$ cat src/rtl/alu_pipe_pkg.sv
// rtl/alu_pipe_pkg.sv - shared opcode, state and flag types for alu_pipe
package alu_pipe_pkg;

    localparam int ALU_OP_W = 4;

    typedef enum logic [ALU_OP_W-1:0] {
        OP_AND = 4'd0,
        OP_OR  = 4'd1,
        OP_XOR = 4'd2,
        OP_NOT = 4'd3,
        OP_SHL = 4'd4,
        OP_SHR = 4'd5,
        OP_ADD = 4'd6,
        OP_SUB = 4'd7,
        OP_ADC = 4'd8,
        OP_SBB = 4'd9,
        OP_MUL = 4'd10
    } alu_op_e;

    typedef enum logic [1:0] {
        IDLE  = 2'd0,
        MBUSY = 2'd1,
        MDONE = 2'd2
    } alu_state_e;

    typedef struct packed {
        logic carry;
        logic zero;
        logic neg;
        logic ovf;
        logic err;
    } alu_flags_t;

    // Shifts and the add/subtract family are the only ops that own the carry register.
    function automatic logic writes_cf(input logic [ALU_OP_W-1:0] op);
        return (op >= OP_SHL) && (op <= OP_SBB);
    endfunction

endpackage

$ cat src/rtl/alu_seq_mul.sv
// rtl/alu_seq_mul.sv - iterative shift-add multiplier, one partial product per cycle
module alu_seq_mul
    import alu_pipe_pkg::*;
#(
    parameter int WIDTH = 8
) (
    input  logic               clk,
    input  logic               rst_n,
    input  logic               start,
    input  logic [WIDTH-1:0]   a,
    input  logic [WIDTH-1:0]   b,
    output logic               done,
    output logic [2*WIDTH-1:0] product
);

    localparam int CW = $clog2(WIDTH) + 1;

    logic [2*WIDTH-1:0] acc;
    logic [2*WIDTH-1:0] mcand;
    logic [WIDTH-1:0]   mplier;
    logic [CW-1:0]      cnt;
    logic               busy;

    always_ff @(posedge clk) begin
        if (!rst_n) begin
            acc    <= '0;
            mcand  <= '0;
            mplier <= '0;
            cnt    <= '0;
            busy   <= 1'b0;
        end else if (start) begin
            acc    <= '0;
            mcand  <= {{WIDTH{1'b0}}, a};
            mplier <= b;
            cnt    <= '0;
            busy   <= 1'b1;
        end else if (busy) begin
            if (mplier[0]) begin
                acc <= acc + mcand;
            end
            mcand  <= mcand << 1;
            mplier <= mplier >> 1;
            cnt    <= cnt + 1'b1;
            if (cnt == CW'(WIDTH - 1)) begin
                busy <= 1'b0;
            end
        end
    end

    // Asserted during the cycle whose closing edge adds the last partial product.
    assign done    = busy && (cnt == CW'(WIDTH - 1));
    assign product = acc;

endmodule

$ cat src/rtl/alu_pipe.sv
// rtl/alu_pipe.sv - handshaked registered ALU with carry chaining; ALU_PIPE_MUL_EN adds the multiplier
module alu_pipe
    import alu_pipe_pkg::*;
#(
    parameter int WIDTH = 8
) (
    input  logic                clk,
    input  logic                rst_n,
    input  logic                in_valid,
    output logic                in_ready,
    input  logic [WIDTH-1:0]    a,
    input  logic [WIDTH-1:0]    b,
    input  logic [ALU_OP_W-1:0] op,
    output logic                out_valid,
    input  logic                out_ready,
    output logic [WIDTH-1:0]    res,
    output logic [WIDTH-1:0]    res_hi,
    output logic                carry,
    output logic                zero,
    output logic                neg,
    output logic                ovf,
    output logic                err
);

    alu_state_e       state;
    logic             cf;
    logic             out_valid_q;
    logic [WIDTH-1:0] res_q;
    alu_flags_t       flags_q;

    logic             out_free;
    logic             accept;
    logic             is_mul;
    logic [WIDTH:0]   ext;
    logic [WIDTH-1:0] alu_res;
    alu_flags_t       alu_flags;

    assign out_free = !out_valid_q || out_ready;
    assign in_ready = rst_n && (state == IDLE) && out_free;
    assign accept   = in_valid && in_ready;

`ifdef ALU_PIPE_MUL_EN
    logic               mul_done;
    logic [2*WIDTH-1:0] product;
    logic [WIDTH-1:0]   res_hi_q;

    assign is_mul = (op == OP_MUL);

    alu_seq_mul #(
        .WIDTH (WIDTH)
    ) u_mul (
        .clk     (clk),
        .rst_n   (rst_n),
        .start   (accept && is_mul),
        .a       (a),
        .b       (b),
        .done    (mul_done),
        .product (product)
    );

    assign res_hi = res_hi_q;
`else
    assign is_mul = 1'b0;
    assign res_hi = '0;
`endif

    always_comb begin
        ext       = '0;
        alu_res   = '0;
        alu_flags = '0;
        case (op)
            OP_AND: alu_res = a & b;
            OP_OR:  alu_res = a | b;
            OP_XOR: alu_res = a ^ b;
            OP_NOT: alu_res = ~a;
            OP_SHL: begin
                alu_res         = a << 1;
                alu_flags.carry = a[WIDTH-1];
            end
            OP_SHR: begin
                alu_res         = b >> 1;
                alu_flags.carry = b[0];
            end
            OP_ADD, OP_ADC: begin
                ext = {1'b0, a} + {1'b0, b}
                    + {{WIDTH{1'b0}}, (op == OP_ADC) ? cf : 1'b0};
                alu_res         = ext[WIDTH-1:0];
                alu_flags.carry = ext[WIDTH];
                alu_flags.ovf   = (a[WIDTH-1] == b[WIDTH-1]) && (alu_res[WIDTH-1] != a[WIDTH-1]);
            end
            OP_SUB, OP_SBB: begin
                // Bit WIDTH of the extended difference is the borrow out.
                ext = {1'b0, a} - {1'b0, b}
                    - {{WIDTH{1'b0}}, (op == OP_SBB) ? cf : 1'b0};
                alu_res         = ext[WIDTH-1:0];
                alu_flags.carry = ext[WIDTH];
                alu_flags.ovf   = (a[WIDTH-1] != b[WIDTH-1]) && (alu_res[WIDTH-1] != a[WIDTH-1]);
            end
`ifdef ALU_PIPE_MUL_EN
            OP_MUL: ;
`endif
            default: alu_flags.err = 1'b1;
        endcase
        if (alu_flags.err) begin
            alu_flags.zero = 1'b1;
        end else begin
            alu_flags.zero = (alu_res == '0);
            alu_flags.neg  = alu_res[WIDTH-1];
        end
    end

    always_ff @(posedge clk) begin
        if (!rst_n) begin
            state       <= IDLE;
            cf          <= 1'b0;
            out_valid_q <= 1'b0;
            res_q       <= '0;
            flags_q     <= '0;
`ifdef ALU_PIPE_MUL_EN
            res_hi_q    <= '0;
`endif
        end else begin
            if (out_valid_q && out_ready) begin
                out_valid_q <= 1'b0;
            end
            case (state)
                IDLE: begin
                    if (accept) begin
                        if (is_mul) begin
                            state <= MBUSY;
                        end else begin
                            res_q       <= alu_res;
                            flags_q     <= alu_flags;
                            out_valid_q <= 1'b1;
`ifdef ALU_PIPE_MUL_EN
                            res_hi_q    <= '0;
`endif
                            if (writes_cf(op)) begin
                                cf <= alu_flags.carry;
                            end
                        end
                    end
                end
`ifdef ALU_PIPE_MUL_EN
                MBUSY: begin
                    if (mul_done) begin
                        state <= MDONE;
                    end
                end
                MDONE: begin
                    if (out_free) begin
                        res_q         <= product[WIDTH-1:0];
                        res_hi_q      <= product[2*WIDTH-1:WIDTH];
                        flags_q.carry <= 1'b0;
                        flags_q.zero  <= (product == '0);
                        flags_q.neg   <= product[WIDTH-1];
                        flags_q.ovf   <= 1'b0;
                        flags_q.err   <= 1'b0;
                        out_valid_q   <= 1'b1;
                        state         <= IDLE;
                    end
                end
`endif
                default: state <= IDLE;
            endcase
        end
    end

    assign out_valid = out_valid_q;
    assign res       = res_q;
    assign carry     = flags_q.carry;
    assign zero      = flags_q.zero;
    assign neg       = flags_q.neg;
    assign ovf       = flags_q.ovf;
    assign err       = flags_q.err;

endmodule

$ cat config.mk
export PLATFORM = sky130hd
export DESIGN_NAME = alu_pipe
export DESIGN_NICKNAME = d
export VERILOG_FILES = /design/src/rtl/alu_pipe_pkg.sv /design/src/rtl/alu_seq_mul.sv /design/src/rtl/alu_pipe.sv
export SDC_FILE = /design/constraint.sdc
export NUM_CORES = 1
export LEC_CHECK = 0
export ABC_AREA = 1
export CORE_ASPECT_RATIO = 0.7
export CORE_MARGIN = 10
export CORE_UTILIZATION = 50
export CTS_BUF_LIST = sky130_fd_sc_hd__clkbuf_8
export DETAILED_ROUTE_END_ITERATION = 12
export GPL_TIMING_DRIVEN = 0
export PLACE_DENSITY = 0.81
export SLEW_MARGIN = 10
export SYNTH_ARGS = -nofsm -noshare
export SYNTH_HDL_FRONTEND = slang
export SYNTH_SLANG_ARGS = --single-unit
export TNS_END_PERCENT = 30
$ cat constraint.sdc
create_clock -name clk -period 4.9 [get_ports clk]
set_input_delay 0.49 -clock clk [delete_from_list [all_inputs] [get_ports clk]]
set_output_delay 0.49 -clock clk [all_outputs]
set_load 0.1 [all_outputs]
Word-level counts from Yosys, hierarchy flattened
Index checks and enable logic that the tools add are counted.
{ "word_totals": {"register_bits": 15, "wordCells": 56, "input_bits": 24, "out_inout_bits": 23} }
{ "classes": {"muxes": 10, "eq_ne": 13, "bitwise_logic": 4, "n_reduce_logical": 15, "magnitude_cmp": 2, "addsub": 4} }
{ "op_table": {"columns": ["operator", "n"], "rows": [
  ["$pmux 8 s8", 1],
  ["$eq 4x3->1 const B", 4],
  ["$reduce_or 10->1", 1],
  ["$add 8x8->9", 1],
  ["$add 9x1->9", 1],
  ["$sub 8x8->9", 1],
  ["$sub 9x1->9", 1],
  ["$and 8x8->8", 1],
  ["$eq 4x2->1 const B", 2],
  ["$eq 4x4->1 const B", 2],
  ["$logic_not 8->1", 1],
  ["$not 8->8", 1],
  ["$or 8x8->8", 1],
  ["$xor 8x8->8", 1],
  ["$mux 1", 7],
  ["$logic_and 1x1->1", 6],
  ["$eq 4x1->1 const B", 1],
  ["$ge 4x3->1 const B", 1],
  ["$le 4x4->1 const B", 1],
  ["$logic_not 4->1", 1],
  ["$pmux 1 s4", 1],
  ["$reduce_or 2->1", 2],
  ["$ne 1x1->1", 3],
  ["$pmux 1 s2", 1],
  ["5 further kinds", 5]
]} }

Longest topological paths before layout
Gate-level depths: netlist of run 1.
{ "logic_depth": {"word_depth": 6, "mapped_depth": 17, "ltp_nobuf": 17} }

Worst setup path before layout of run 1
Ideal clock, no wire load.
{ "synth_timing": {"kind": "reg2reg", "startpoint": "register out_valid_q (netlist: out_valid)", "endpoint": "register res_q[1] (netlist: res[1])", "path_slack_ns": 1.532, "stages_incl_launch_ff": 6, "path_buffers": 1, "t_arrival_ns": 3.236, "setup_ns": 0.132, "required_ns": 4.768, "path_cell_list": "dfxtp_1 -> a21oi_1 -> nand2_1 -> clkbuf_1 -> nand3_1 -> o21ai_0"} }
{ "synth_via": {"elab_chain_len": 4} }
{ "synth_lines": {"columns": ["item", "line_no", "source"], "rows": [
  ["from (decl)", "alu_pipe.sv:27", "logic out_valid_q;"],
  ["from (signal assigned)", "alu_pipe.sv:116", "out_valid_q <= 1'b0;"],
  ["from (signal assigned)", "alu_pipe.sv:124", "out_valid_q <= 1'b0;"],
  ["from (signal assigned)", "alu_pipe.sv:134", "out_valid_q <= 1'b1;"],
  ["$logic_not 1->1", "alu_pipe.sv:38", "assign out_free = !out_valid_q || out_ready;"],
  ["$logic_or 1x1->1", "alu_pipe.sv:38", null],
  ["$logic_and 1x1->1", "alu_pipe.sv:39", "assign in_ready = rst_n && (state == IDLE) && out_free;"],
  ["net in_ready", "alu_pipe.sv:10", "output logic in_ready,"],
  ["$logic_and 1x1->1", "alu_pipe.sv:40", "assign accept = in_valid && in_ready;"],
  ["to (signal assigned)", "alu_pipe.sv:132", "res_q <= alu_res;"],
  ["to (decl)", "alu_pipe.sv:28", "logic [WIDTH-1:0] res_q;"]
]} }
The timed path passes the listed nets, and every way through them passes these cells.
A chain may end at the register's enable or synchronous reset.

Final worst setup path of run 1
{ "layout_timing": {"startpoint": "input port op[0]", "endpoint": "register flags_q, in the netlist zero"} }
{ "layout_via": {"elab_chain_len": 6} }
{ "layout_lines": {"columns": ["item", "line_no", "source"], "rows": [
  ["from (decl)", "alu_pipe.sv:13", "input logic [ALU_OP_W-1:0] op,"],
  ["$eq 4x4->1, on equally long branches", "alu_pipe.sv:71, alu_pipe.sv:94, alu_pipe.sv:86", null],
  ["$mux 1, on equally long branches", "alu_pipe.sv:94, alu_pipe.sv:86", null],
  ["$sub 9x1->9 / $add 9x1->9 (equally long branches)", "alu_pipe.sv:94, alu_pipe.sv:86", null],
  ["$pmux 8 s8", "alu_pipe.sv:71", "case (op)"],
  ["$logic_not 8->1", "alu_pipe.sv:107", "alu_flags.zero = (alu_res == '0);"],
  ["$mux 1 (*)", "alu_pipe.sv:104", "if (alu_flags.err) begin"],
  ["to (signal assigned)", "alu_pipe.sv:133", "flags_q <= alu_flags;"],
  ["to (decl)", "alu_pipe.sv:29", "alu_flags_t flags_q;"]
]} }
Every way passes the cells marked *; elsewhere a longest branch is shown, timed or not.

==> flow_summary.toml, run 1 <==
[cells_and_area]
layout_commonest_cell = "nand2_1"
antenna_cells = 0
drive_gt1_frac = 0.05752
fin_area_mm2 = 0.002836
final_cell_mix = "128 x nand2_1, 64 x inv_1, 54 x nand3_1"
area_growth_pct = 22.54
num-nets-final = 511

[hold_path]
hold_path.startpoint = "carry"
hold_class = "flip-flop to flip-flop"

[clock_tree]
cts_setup_buffers = 0
cts_sinks = 15
cts_tree = "done"
clk_root_buffer_cell = "clkbuf_8"
post_cts_resized = 0
numCtsBuffers = 3
htreeDepth = 1
clock_path_buffers = 2
cts_hold_buf = 0
insertion_delay_ps = 240
path_clk_slew_ps = 60

[flow_run]
cap_viol_max_count = 0

[timing]
finalCriticalPeriod_ps = 3209
worst_pin_slew_ps = 990.9
finalHoldViolCount = 0
rsz0062_at_grt = "false"
max_freq_mhz = 311.7
slew_viol_final = 0
relSlewSlack = 0.3373
finClkSkew_ps = 2.728
setup-violations-final = 0
period_share = 0.6548
fin_setup_tns_ps = 0

[yosys]
ys_ff_latch = 15
synthAdderAreaFrac = 0.1968
synth_top_area_frac = 0.2076
synth_top_family_by_area = "simple AND/OR/NAND/NOR gates"
synth_compound_area_frac = 0.08108
synth.top_cells.by_area = "nand2_1 21%, ha_1 16%, dfxtp_1 13%"
synthXorXnorAreaFrac = 0.003784
synthMuxAreaShare = 0
synth_top_area_cell = "nand2_1"
syn_area_per_cell_um2 = 5.744
syn_area_mm2 = 0.002315
synth.distinct_cells = 29
synth_warnings = 0
synthSimpleGateAreaFrac = 0.4416
ys_seq_area_frac = 0.1297
syn-instance-count = 403

[floorplanning]
fp.coreArea_mm2 = 0.004404
die_w_um = 101.3
die_h_um = 76.93
io_pins = 47
start_util = 0.5256
rows = 20
die_area_mm2 = 0.007794

[grt]
grt_use_met1 = 0.2510
grt_util_met2 = 0.2329
met3_usage = 0.03581
antenna_found_initial = 0
grt_max_degree = 11
grt_first_pass_wirelength_um = 10810
grt.busiest_layer = "met1"
grt_usage = 0.1666
grt_pass1_vias = 2248
overflow = 0

[setup_path]
worstSetupStartpoint = "op[0]"
cp_slowest_cell = "clkdlybuf4s50_1"
crit_type = "primary input to flip-flop"
endpoint_kind = "flip-flop"
ff2ff_setup_slack_ps = 2420
path_cells = "clkdlybuf4s50_1 -> inv_2 -> nor2_1 -> nand3_1 -> fa_1 -> fa_1 -> or2_2 -> nand3_1 -> nand2_1 -> nor2_1 -> nand2_1 -> nor2_1 -> nand3_1 -> a21oi_1"
critPathMaxStageDelay_ps = 570
worstSetupStartpointType = "primary input"
crit_fanout = 5
r2r-start = "cf"
cp.arrival_ps = 3390
required_ps = 5080

[route]
dr.pass1.iters = 5
ant_nets = 0
routed_via_density = 5.099
avgRoutedWirePerCell_um = 13.22
drc_errors = 0
vias = 2585
initialDrtViolationCount = 239
wirelength_um = 6703

[power_and_ir_drop]
power.leakage_nw = 1.511
vdd_drop_max_mv = 0.1534
p_per_area_mw_per_mm2 = 202.1

[placement]
gp_congestion = 0.9060
dpl_cell_area_mm2 = 0.002790
numPortBuffers = 38
dpl.hpwl_um = 5620

[outcome]
status = "completed"
## final cells by class
cell class | instances | area, um^2
buffer | 12 | 77.57
clock buffer | 3 | 41.29
clock inverter | 1 | 5.005
fill | 449 | 1568
inverter | 69 | 259.0
multi-input combinational | 314 | 1704
sequential | 15 | 300.3
tap | 55 | 68.82
timing repair buffer | 38 | 380.4
## state kept, by name (all words and copies together) (netlist names)
name       count
res            8
out_valid      1
err            1
carry          1
ovf            1
zero           1
cf             1
neg            1
## Yosys cell counts
cell type  instances
nand2_1          128
inv_1             64
nand3_1           54
nor2_1            34
ha_1              30
a21oi_1           18
dfxtp_1           15
buf_4              8
nand4_1            8
nand3b_1           6
o21ai_0            6
inv_2              5
fa_1               4
nor2_2             3
o211ai_1           3
o21ai_1            3
clkbuf_1           2
a22oi_1            1
buf_2              1
clkbuf_2           1
conb_1             1
nand2_2            1
nand2_4            1
o21a_1             1
o21ai_2            1
o22ai_1            1
or2_1              1
or2_2              1
xor2_1             1
## where the power goes
group          internal [W]  leakage, nW  switching, W  total (W)
registers          0.000131        0.123    0.00000441   0.000136
clock network     0.0000562       0.0255     0.0000407  0.0000969
logic              0.000103         1.36      0.000238   0.000341
total              0.000290         1.51      0.000283   0.000573
## metal layers
metal | up-vias | wire length [um]
met2 | 109 | 2786
met3 | 4 | 679
met1 | 1121 | 3180
met5 | - | 0
met4 | 0 | 56
li1 | 1351 | -
## final timing paths
kind              endpoint  cells past startpoint
setup / recovery      zero                     14
hold reg to reg      carry                      2
hold / removal       carry                      2
setup reg to reg      zero                     11
## cells by family after synthesis
group           after synthesis
simple gates                237
compound gates               34
flops                        15
xor+xnor                      1
buf+inv                      81
fa+ha+maj                    34
other cells                   1
## worst max-delay path: cells and delay by family
family,cells,cell delay (ps)
AOI/OAI and AO/OA,1,120
adders and majority gates,2,860
buffers and inverters,2,620
and+or+nand+nor,9,1280
## stage by stage
step	cells	hold slack (ps)	utilization	setup WS, ps	total power, W
floorplan	410	457.2	-	1532	0.0003893
global placement	503	457.4	0.6335	1512	0.0004716
detailed placement	503	457.4	0.6335	1473	0.0004749
CTS	507	468.1	0.6440	1724	0.0005743
global route	507	485.5	0.6440	1438	0.0006162
finish	507	466.3	0.6440	1691	0.0005732
(Power assumes the default switching activity.)
==> inputs of run 2 (changes only) <==
CORE_UTILIZATION = 49   (was 50)
PLACE_DENSITY = 0.83   (was 0.81)
clock period = 2.93 ns   (was 4.9 ns; I/O delays follow)
==> run 2 against run 1 <==
Against the previous run: sequential share of layout area fell by 0.13 points; final area rose by 1.3%; critical endpoint unchanged; global-route usage rose by 1.2 points; clock power rose by 69%; critical path type unchanged; routed wire length rose by 10%; clock skew fell by 0.93 ps; non-clock buffer count rose by 2.
==> flow_summary.toml, run 2 (same netlist as run 1, synthesis figures left out) <==
[placement]
gp_congestion = 0.9535
dpl.hpwl_um = 6023
dp.cells = 503
numPortBuffers = 38

[power_and_ir_drop]
total_power_w = 0.0009801
vdd_drop_max_mv = 0.2224
power.leakage_nw = 1.524
p_per_area_mw_per_mm2 = 341.2

[route]
vias = 2735
avgRoutedWirePerCell_um = 14.50
dr.pass1.iters = 5
drc_errors = 0
wirelength_um = 7382
routed_via_density = 5.373
initialDrtViolationCount = 297
ant_nets = 0

[grt]
grt_usage = 0.1788
grt_max_degree = 11
grt_first_pass_wirelength_um = 11620
grt_pass1_vias = 2371
overflow = 0
antenna_found_initial = 0

[outcome]
status = "completed"

[floorplanning]
die_w_um = 102.2
die_h_um = 77.51
start_util = 0.5197
rows = 20
die_area_mm2 = 0.007917
io_pins = 47
fp.coreArea_mm2 = 0.004454

[cells_and_area]
antenna_cells = 0
drive_gt1_frac = 0.07489
area_growth_pct = 24.11
final_cell_mix = "128 x nand2_1, 65 x inv_1, 54 x nand3_1"
instances_no_fill = 509
post-route-util = 0.6449
layout_commonest_cell = "nand2_1"
num-nets-final = 513
largest_reg_flops = 8
fill_cells = 431

[setup_path]
worstSetupStartpointType = "primary input"
required_ps = 3120
r2r-start = "cf"
cp_slowest_cell = "clkdlybuf4s50_1"
cpMostUsedCell = "nand3_1"
ff2ff_setup_slack_ps = 560
critPathMaxStageDelay_ps = 520
endpoint_kind = "flip-flop"
crit_fanout = 4
path_cells = "clkdlybuf4s50_1 -> nor2_2 -> nand3_1 -> fa_2 -> fa_2 -> or2_2 -> nand3_1 -> nand2_1 -> nor2_1 -> nand2_1 -> nor2_1 -> nand3_1 -> a21oi_1"
crit_type = "primary input to flip-flop"
rr_worst_depth = 11
cp.arrival_ps = 2980
reg2reg_to = "zero"

[hold_path]
hold_class = "flip-flop to flip-flop"
min_to = "neg"
worstHoldPathCells = 2
hold_path.startpoint = "neg"

[timing]
worst_pin_slew_ps = 991.0
setup-violations-final = 0
period_share = 0.9522
relSlewSlack = 0.3373
finClkSkew_ps = 1.803
finalCriticalPeriod_ps = 2790
slew_viol_final = 0
max_freq_mhz = 358.4
rsz0062_at_grt = "false"
finalHoldViolCount = 0

[clock_tree]
cts_hold_buf = 0
cts_sinks = 15
numCtsBuffers = 3
insertion_delay_ps = 250
clock_path_buffers = 2
htreeDepth = 1
path_clk_slew_ps = 60
cts_tree = "done"
clk_root_buffer_cell = "clkbuf_8"

[flow_run]
cap_viol_max_count = 0
[run 2: changes by cell type in the layout (fill, tap and decap cells not counted), sizes merged]
| cell | previous run | this run |
|---|---|---|
| dlygate4sd2 | 0 | 1 |
| clkdlybuf4s50 | 38 | 37 |
| clkinv | 1 | 0 |
| inv | 69 | 70 |
| buf | 9 | 11 |
[run 2: power by group]
group | total (W) | leakage, nW | internal, W | switching [W]
Clock | 0.000164 | 0.0269 | 0.0000929 | 0.0000708
Combinational | 0.000589 | 1.37 | 0.000177 | 0.000412
Sequential | 0.000227 | 0.123 | 0.000219 | 0.00000815
[run 2: cell type report]
| cell class | count | area, um^2 | share of cell area |
|---|---|---|---|
| plain buffers | 12 | 77.57 | 0.02700 |
| clock inverters | 1 | 3.754 | 0.001307 |
| inverters | 69 | 259.0 | 0.09016 |
| repair buffers | 40 | 394.1 | 0.1372 |
| multi-input cells | 314 | 1728 | 0.6015 |
| flip-flops and latches | 15 | 300.3 | 0.1045 |
| well taps | 55 | 68.82 | 0.02395 |
| clock buffers | 3 | 41.29 | 0.01437 |
[run 2: per-layer routing]
metal,vias to the layer above,part of all wire,global-route usage
met5,-,0,0
met4,0,0.019,0.03933
met3,14,0.11,0.04602
met2,153,0.40,0.2489
met1,1206,0.47,0.2640
li1,1362,-,-
[run 2: how the worst max path moves through the flow]
stage | startpoint | to | slack [ps] | cells past startpoint
6_report | op[1] | zero | 140 | 13
5_1_grt | op[1] | zero | 10 | 13
4_1_cts | op[2] | zero | 90 | 15
3_5_place_dp | op[0] | zero | -320 | 14
3_3_place_gp | op[0] | zero | -290 | 14
2_1_floorplan | out_valid | res[0] | 320 | 5
[run 2: worst max-delay path, delay by kind of cell]
family / cells / cell delay (ps)
AO/OA/AOI/OAI: 1 / 120
adder cells (fa/ha/maj): 2 / 800
AND/OR/NAND/NOR: 9 / 1210
buffers and inverters: 1 / 520
[run 2: timing repair]
item | in CTS | in global routing
resized for setup | 2 | 6
pin swaps | 0 | 1
setup endpoints to repair | 3 | 4
hold endpoints to repair | 0 | 0
buffers inserted | 0 | 2
[run 2: through the flow]
step,cell area (um^2),setup TNS (ps),hold WS (ps),worst slack (ps)
after CTS,2840,0,466.8,88.64
final,2873,0,464.4,140.0
after detailed placement,2794,-1270,457.7,-316.4
after global placement,2794,-1098,455.9,-286.3
after floorplan,2345,0,410.4,321.4
after global routing,2873,0,496.1,12.19
==> inputs of run 3 (changes only) <==
CORE_UTILIZATION = 35   (was 49)
PLACE_DENSITY = 0.63   (was 0.83)
==> run 3 against run 2 <==
Against the previous run: global-route usage is 3.7 points lower; sequential power barely moved; clock skew is 1.5 ps higher; sequential cell count stayed put; register-to-register slack better by 40 ps; count of clock-buffer cells in the layout unchanged; cell count grew 6.7%; critical endpoint unchanged; setup slack gained 9.0 ps; die area rose by 30%.
==> flow_summary.toml, run 3 (same netlist as run 1, synthesis figures left out) <==
[clock_tree]
cts_sinks = 15
path_clk_slew_ps = 60
insertion_delay_ps = 250
clock_path_buffers = 2
numCtsBuffers = 3
cts_tree = "done"
htreeDepth = 1
clk_root_buffer_cell = "clkbuf_8"

[power_and_ir_drop]
total_power_w = 0.0009707
p_int_w = 0.0004868
p_sw_frac = 0.4985
vdd_drop_max_mv = 0.2376
switchingPower_w = 0.0004839
seqPwrFrac = 0.234
power_frac_clock = 0.169
p_per_area_mw_per_mm2 = 333.5
combinationalPowerShare = 0.597
power.leakage_nw = 1.511

[route]
routed_via_density = 4.851
ant_nets = 0
avgRoutedWirePerCell_um = 13.44
wirelength_um = 7300
vias = 2634
drc_errors = 0
dr.pass1.iters = 7
initialDrtViolationCount = 224

[placement]
dpl_cell_area_mm2 = 0.002839
dpl.hpwl_um = 6100
numPortBuffers = 38
gp_congestion = 0.9744

[setup_path]
ff2ff_setup_slack_ps = 600
crit_fanout = 4
cp.arrival_ps = 2960
worstSetupStartpointType = "primary input"
endpoint_kind = "flip-flop"
required_ps = 3110
rr_worst_depth = 11
crit_type = "primary input to flip-flop"

[cells_and_area]
multi_input_area_mm2 = 0.001735
drive_gt1_frac = 0.07965
num-nets-final = 511
largest_reg_flops = 8
fin_area_mm2 = 0.002910
final_cell_mix = "128 x nand2_1, 63 x inv_1, 53 x nand3_1"
antenna_cells = 0
area.sequential_um2 = 300.3
fill_cells = 682
layout_commonest_cell = "nand2_1"
post-route-util = 0.4593
area_growth_pct = 25.73

[floorplanning]
io_pins = 47
die_w_um = 117.2
die_area_mm2 = 0.01032
die_h_um = 88.04
fp.coreArea_mm2 = 0.006336
start_util = 0.3653
rows = 24

[grt]
grt_first_pass_wirelength_um = 11810
grt_max_degree = 11
overflow = 0
grt_pass1_vias = 2345
grt_usage = 0.1416
antenna_found_initial = 0

[flow_run]
cap_viol_max_count = 0

[timing]
rsz0062_at_grt = "false"
whs_ps = 467.0
relSlewSlack = 0.3385
setup-violations-final = 0
worst_pin_slew_ps = 989.2
max_freq_mhz = 359.6
finClkSkew_ps = 3.268
slew_viol_final = 0
period_share = 0.9492
finalCriticalPeriod_ps = 2781
finalHoldViolCount = 0

[hold_path]
hold_class = "flip-flop to flip-flop"
worstHoldPathCells = 2

[outcome]
status = "completed"
run 3: cell count changes in the layout (fill, tap and decap cells not counted), sizes merged:
cell / previous run / this run
buf: 11 / 9
run 3: cell type report:
class	count	area share
buffer	12	0.02666
clock buffer	3	0.01419
clock inverter	1	0.001290
inverter	69	0.08899
multi-input combinational	314	0.5963
sequential	15	0.1032
tap	91	0.03912
timing repair buffer	38	0.1303
run 3: worst max-delay path: stages:
cell and delay (ps):
clkdlybuf4s50_1 520, nor2_2 230, nand3_2 130, fa_2 410
fa_2 380, or2_2 300, nand3_1 80, nand2_1 60
nor2_1 160, nand2_1 70, nor2_1 80, nand3_1 110
a21oi_1 130
run 3: path summary, 6_finish.rpt:
check,from,end
max,op[1],zero
max reg2reg,cf,zero
min reg2reg,neg,neg
min,neg,neg
run 3: through the flow:
stage,setup WS [ps],std cells,setup TNS (ps)
floorplan,321.4,410,0
global placement,-312.9,539,-1506
detailed placement,-358.1,539,-2030
CTS,25.37,543,0
global route,0.9845,543,0
finish,149.0,543,0
run 3: timing repair:
| action | CTS | global route |
|---|---|---|
| hold buffers | 0 | 0 |
| endpoints found under the setup margin | 3 | 7 |
| resized for setup | 2 | 10 |
| pin swaps | 0 | 1 |
| cloned | 0 | 0 |
| setup buffers | 0 | 0 |
run 3: power by group through the flow:
stage / sequential [W] / combinational (W) / clock [W]
2_1_floorplan: 0.000336 / 0.000316 / 0
4_1_cts: 0.000227 / 0.000571 / 0.000167
5_1_grt: 0.000229 / 0.000633 / 0.000182
3_3_place_gp: 0.000231 / 0.000564 / 0
6_report: 0.000228 / 0.000579 / 0.000164
3_5_place_dp: 0.000232 / 0.000568 / 0
run 3: layer usage:
layer	global-route usage	vias to the layer above	wire length [um]	share of wire
li1	-	1354	-	-
met4	0.01678	0	8	0.0011
met1	0.2124	1170	3659	0.50
met2	0.2098	106	3045	0.42
met5	0	-	0	0
met3	0.02254	4	586	0.080
